<file path="config.mk">
export PLATFORM = sky130hd
export DESIGN_NAME = pulse_stretch_timer
export DESIGN_NICKNAME = d
export VERILOG_FILES = /design/src/rtl/gameplay_pkg.sv /design/src/rtl/tick_prescaler.sv /design/src/rtl/pulse_stretch_timer.sv
export SDC_FILE = /design/constraint.sdc
export NUM_CORES = 1
export LEC_CHECK = 0
export CAP_MARGIN = 20
export CORE_MARGIN = 1
export CORE_UTILIZATION = 40
export CTS_BUF_LIST = sky130_fd_sc_hd__clkbuf_4 sky130_fd_sc_hd__clkbuf_8
export DETAILED_ROUTE_END_ITERATION = 10
export GPL_TIMING_DRIVEN = 0
export PLACE_DENSITY = 0.68
export SLEW_MARGIN = 15
export SYNTH_ARGS = -nofsm -noshare
export SYNTH_HDL_FRONTEND = slang
export SYNTH_SLANG_ARGS = --single-unit
</file>
<file path="constraint.sdc">
create_clock -name clk -period 3.77 [get_ports clk]
set_input_delay 0.5655 -clock clk [delete_from_list [all_inputs] [get_ports clk]]
set_output_delay 0.5655 -clock clk [all_outputs]
set_load 0.005 [all_outputs]
</file>
<file path="src/rtl/gameplay_pkg.sv">
// Shared definitions for the gameplay timers: state encoding, default
// timing constants and the prescaler width helper.
package gameplay_pkg;

  localparam logic [1:0] ST_IDLE = 2'd0;
  localparam logic [1:0] ST_HOLD = 2'd1;
  localparam logic [1:0] ST_COOL = 2'd2;

  localparam int PRESCALE_DEF   = 4;
  localparam int COOL_TICKS_DEF = 2;

  typedef enum logic [1:0] {
    S_IDLE = ST_IDLE,
    S_HOLD = ST_HOLD,
    S_COOL = ST_COOL
  } state_e;

  // A prescaler of 1 still needs a one-bit counter.
  function automatic int ps_width(input int prescale);
    return (prescale > 1) ? $clog2(prescale) : 1;
  endfunction

endpackage

</file>
<file path="src/rtl/tick_prescaler.sv">
// Divides clk into a one-cycle tick every PRESCALE cycles; clr restarts the
// phase so the first tick lands PRESCALE edges after the clearing edge.
module tick_prescaler
  import gameplay_pkg::*;
#(
  parameter int PRESCALE = PRESCALE_DEF
) (
  input  logic clk,
  input  logic n_reset,
  input  logic clr,
  output logic tick
);

  localparam int PS_W = ps_width(PRESCALE);

  logic [PS_W-1:0] cnt_q;
  logic [PS_W-1:0] cnt_d;

  assign tick = (cnt_q == PS_W'(PRESCALE - 1));

  always_comb begin
    cnt_d = cnt_q + PS_W'(1);
    if (clr || tick) begin
      cnt_d = '0;
    end
  end

  always_ff @(posedge clk or negedge n_reset) begin
    if (!n_reset) begin
      cnt_q <= '0;
    end else begin
      cnt_q <= cnt_d;
    end
  end

endmodule

</file>
<file path="src/rtl/pulse_stretch_timer.sv">
// Stretches a single-cycle trigger into a level held for hold_len prescaled
// ticks, followed by an optional cooldown gap before the next window.
module pulse_stretch_timer
  import gameplay_pkg::*;
#(
  parameter int PRESCALE   = PRESCALE_DEF,
  parameter int CNT_W      = 8,
  parameter int COOL_TICKS = COOL_TICKS_DEF
) (
  input  logic             clk,
  input  logic             n_reset,
  input  logic             trig_in,
  input  logic             cancel,
  input  logic             retrig_en,
  input  logic [CNT_W-1:0] hold_len,
  output logic             level_out,
  output logic             done_pulse,
  output logic             dropped,
  output logic [CNT_W-1:0] remaining
);

  localparam logic [CNT_W-1:0] COOL_LOAD = CNT_W'(COOL_TICKS);

  state_e           state_q, state_d;
  logic [CNT_W-1:0] cnt_q, cnt_d;
  logic [CNT_W-1:0] rem_q, rem_d;
  logic             level_q, done_q, done_d, drop_q, drop_d;
  logic             tick, clr, idle_like, end_win;

  tick_prescaler #(
    .PRESCALE(PRESCALE)
  ) u_prescaler (
    .clk    (clk),
    .n_reset(n_reset),
    .clr    (clr),
    .tick   (tick)
  );

  // The last cooldown tick behaves as IDLE so a trigger on that edge is taken.
  assign idle_like = (state_q == S_COOL) ? (tick && (cnt_q <= CNT_W'(1)))
                                         : (state_q != S_HOLD);

  always_comb begin
    state_d = state_q;
    cnt_d   = cnt_q;
    clr     = 1'b0;
    done_d  = 1'b0;
    drop_d  = 1'b0;
    end_win = 1'b0;

    if (state_q == S_HOLD) begin
      if (cancel) begin
        drop_d  = trig_in;
        end_win = 1'b1;
      end else if (trig_in && retrig_en && (hold_len != '0)) begin
        cnt_d = hold_len;
        clr   = 1'b1;
      end else begin
        drop_d = trig_in;
        if (tick) begin
          if (cnt_q <= CNT_W'(1)) begin
            end_win = 1'b1;
            done_d  = 1'b1;
          end else begin
            cnt_d = cnt_q - CNT_W'(1);
          end
        end
      end
    end else if (idle_like) begin
      state_d = S_IDLE;
      cnt_d   = '0;
      if (trig_in) begin
        if (cancel || (hold_len == '0)) begin
          drop_d = 1'b1;
        end else begin
          state_d = S_HOLD;
          cnt_d   = hold_len;
          clr     = 1'b1;
        end
      end
    end else begin
      drop_d = trig_in;
      if (tick) begin
        cnt_d = cnt_q - CNT_W'(1);
      end
    end

    if (end_win) begin
      if (COOL_TICKS == 0) begin
        state_d = S_IDLE;
        cnt_d   = '0;
      end else begin
        state_d = S_COOL;
        cnt_d   = COOL_LOAD;
        clr     = 1'b1;
      end
    end

    rem_d = (state_d == S_HOLD) ? cnt_d : '0;
  end

  always_ff @(posedge clk or negedge n_reset) begin
    if (!n_reset) begin
      state_q <= S_IDLE;
      cnt_q   <= '0;
      rem_q   <= '0;
      level_q <= 1'b0;
      done_q  <= 1'b0;
      drop_q  <= 1'b0;
    end else begin
      state_q <= state_d;
      cnt_q   <= cnt_d;
      rem_q   <= rem_d;
      level_q <= (state_d == S_HOLD);
      done_q  <= done_d;
      drop_q  <= drop_d;
    end
  end

  assign level_out  = level_q;
  assign done_pulse = done_q;
  assign dropped    = drop_q;
  assign remaining  = rem_q;

endmodule

</file>
==> results.toml <==
[cts]
hold_buffers = 0
clk_pin_slew_worst_paths_ps = 130
cts_max_path_buffers = 2
clkLatencyLatePin_ps = 320
cts_num_sinks = 23
cts-root-buf = "clkbuf_4"
cts_setup_buffers = 0
h-tree-depth = 1
cts_tree = "done"
cts_buffers = 3
ctsResizeCount = 0

[drt]
totalWireLength_um = 2960
vias_per_cell = 5.74
ant_nets = 0
dr.pass1.iters = 7
m1WireLength_um = 1310
wl_met3_um = 150
wl_met2_um = 1420
drt_iter0_markers = 55
vias = 1097
top_layer = "met4"
drcViolationCount = 1
wl_per_cell_um = 15.5

[placement]
port_buffers = 23
gp_congestion = 0.929
hpwl_um = 2250
place_ws_ps = 958

[run]
cap_violations = 0

[power_and_ir_drop]
leakage_nw = 0.644
switching_share = 0.416
power_switching_mw = 0.416
max-vdd-ir-drop_uv = 308
p_seq_frac = 0.372
p_total_mw = 0.999
clock_power_share = 0.126
p_int_mw = 0.583
combPwrFrac = 0.502
power_density_nw_per_um2 = 632

[worst_setup_path]
cp_max_fo = 6
critPathRequiredTime_ps = 4020
endpoint_kind = "register"
critPathMaxStageDelay_ps = 740
startpoint_type = "primary input"
cp.arrival_ps = 2810
slowest_stage = "nor3b_1"
worstPathCellList = "clkdlybuf4s50_1, nor3b_1, o2111ai_1, o211ai_1, a32o_1, nor2b_1"
critical_path_class = "primary input to register"

[timing]
hold_violations = 0
rsz0062_at_grt = "no"
fin_ws_ps = 1220
drv_slew = 0
fin_crit_ps = 2550
setup_violations = 0
fin_setup_tns_ps = 0
maxSlewHeadroom = 0.450
finalClockSkew_ps = 10.2
tightest_slew_ps = 823
clock.fmax_ghz = 0.392
fin_crit_sh = 0.677

[synth]
synth_edf_count = 0
ys_seq_area_frac = 0.453
syn-num-nets = 136
synth_cells = 120
synthTopCellsByArea = "dfrtp_1 45%, a32o_1 3.9%, nor2b_1 3.4%"
yosysTopAreaCell = "dfrtp_1"
ys_ff_latch = 23
synthArstFlopShare = 1.00
yosys.area.top_type_share = 0.453
ys_types = 45
syn_area_sq_um = 1270
syn_area_per_cell_sq_um = 10.6
ys.flop_type = "dfrtp_1"
ys_warn_count = 0

[final_layout]
final_nets = 164
diodes = 0
layout_commonest_cell = "dfrtp_1"
n_fill_cell = 277
final_layout_size_suffix_gt1_frac = 0.102
area_growth_pct = 24.4
final_cell_mix = "23 x dfrtp_1, 22 x clkdlybuf4s50_1, 9 x nor2_1, 8 x inv_1, 8 x nand2_1"

[global_route]
grt.total_usage = 0.199
grt_max_degree = 24
overflow = 0
grt_pass1_wl_um = 5060
antenna_found_initial = 0
grt_pass1_vias = 1084

[die]
start_util = 0.420
core_sq_um = 3030
pin_count = 24
die_w_um = 58.4
die_area_sq_um = 3410
die_h_um = 58.4
row_count = 20

[run_status]
failed_checks = "design-rule violations"
outcome = "finished with violations"

[hold_path]
hp-class = "primary input to asynchronous set/reset pin"
## metrics by stage
stage                     hold WS, ps  cells  utilization  cell area (sq um)
after global placement            428    187        0.514               1560
after global routing              225    191        0.522               1580
after floorplan                   270    120            -               1270
after CTS                         458    191        0.524               1590
after detailed placement          440    187        0.514               1560
final                             190    191        0.522               1580
## cells by family (layout without fill, tap and decap cells)
family	after synthesis	count (layout)	synth area share
fa+ha+maj	3	3	0.0295
simple gates	43	43	0.210
mux	1	1	0.00787
compound gates	34	34	0.233
flops	23	23	0.453
xor+xnor	5	5	0.0345
buf+inv	11	38	0.0325
## critical path: cells and delay by family
kind            cells  cell delay (ps)
compound gates      3              820
buf+inv             1              540
simple gates        2              880
## per-layer routing
layer | global-route usage | up-vias
met5 | 0 | -
met4 | 0.0884 | 0
met1 | 0.260 | 538
met3 | 0.0286 | 11
li1 | - | 506
met2 | 0.328 | 42
## cells in the mapped netlist (2+ instances only)
library cell	count
ha_1	3
a22o_1	2
a32o_1	5
nand2_1	8
o22ai_1	2
nor2b_1	7
xnor2_1	3
a21oi_1	6
nand2b_1	3
or4_1	2
nor2_1	9
inv_2	2
dfrtp_1	23
xor2_1	2
nor3b_1	2
nor4_1	3
o2111ai_1	2
o211ai_1	2
inv_1	8
## state kept, by name, indices dropped and copies added, names as in the netlist
name               flops
cnt_q                  8
remaining              8
state_q                2
u_prescaler.cnt_q      2
done_pulse             1
dropped                1
level_out              1
## final timing paths
| path | startpoint | endpoint | slack (ps) | cells past startpoint |
|---|---|---|---|---|
| setup / recovery | cancel | remaining[4] | 1220 | 6 |
| hold / removal | n_reset | u_prescaler.cnt_q[0] | 190 | 1 |
| setup reg to reg | cnt_q[3] | remaining[4] | 1580 | 5 |
| hold reg to reg | u_prescaler.cnt_q[0] | u_prescaler.cnt_q[0] | 460 | 1 |
| max in group asynchronous | n_reset | remaining[3] | 3220 | 1 |
| min in group clk | u_prescaler.cnt_q[0] | u_prescaler.cnt_q[0] | 460 | 1 |
## power groups by stage
stage                     Combinational, mW  Clock [mW]  Sequential, mW
final                                 0.501       0.126           0.371
after floorplan                       0.359           0           0.368
after CTS                             0.504       0.132           0.371
after global placement                0.492           0           0.374
after global routing                  0.553       0.142           0.382
after detailed placement              0.502           0           0.377
## layout make-up
class	count	area (sq um)	share of cell area
Multi-Input combinational cell	86	654	0.414
Sequential cell	23	576	0.364
Timing Repair Buffer	23	225	0.142
Tap cell	44	55.1	0.0348
Inverter	10	37.5	0.0237
Clock buffer	4	30.0	0.0190
Buffer	1	3.75	0.00237
Note: power is estimated with default switching activity, not from simulation.
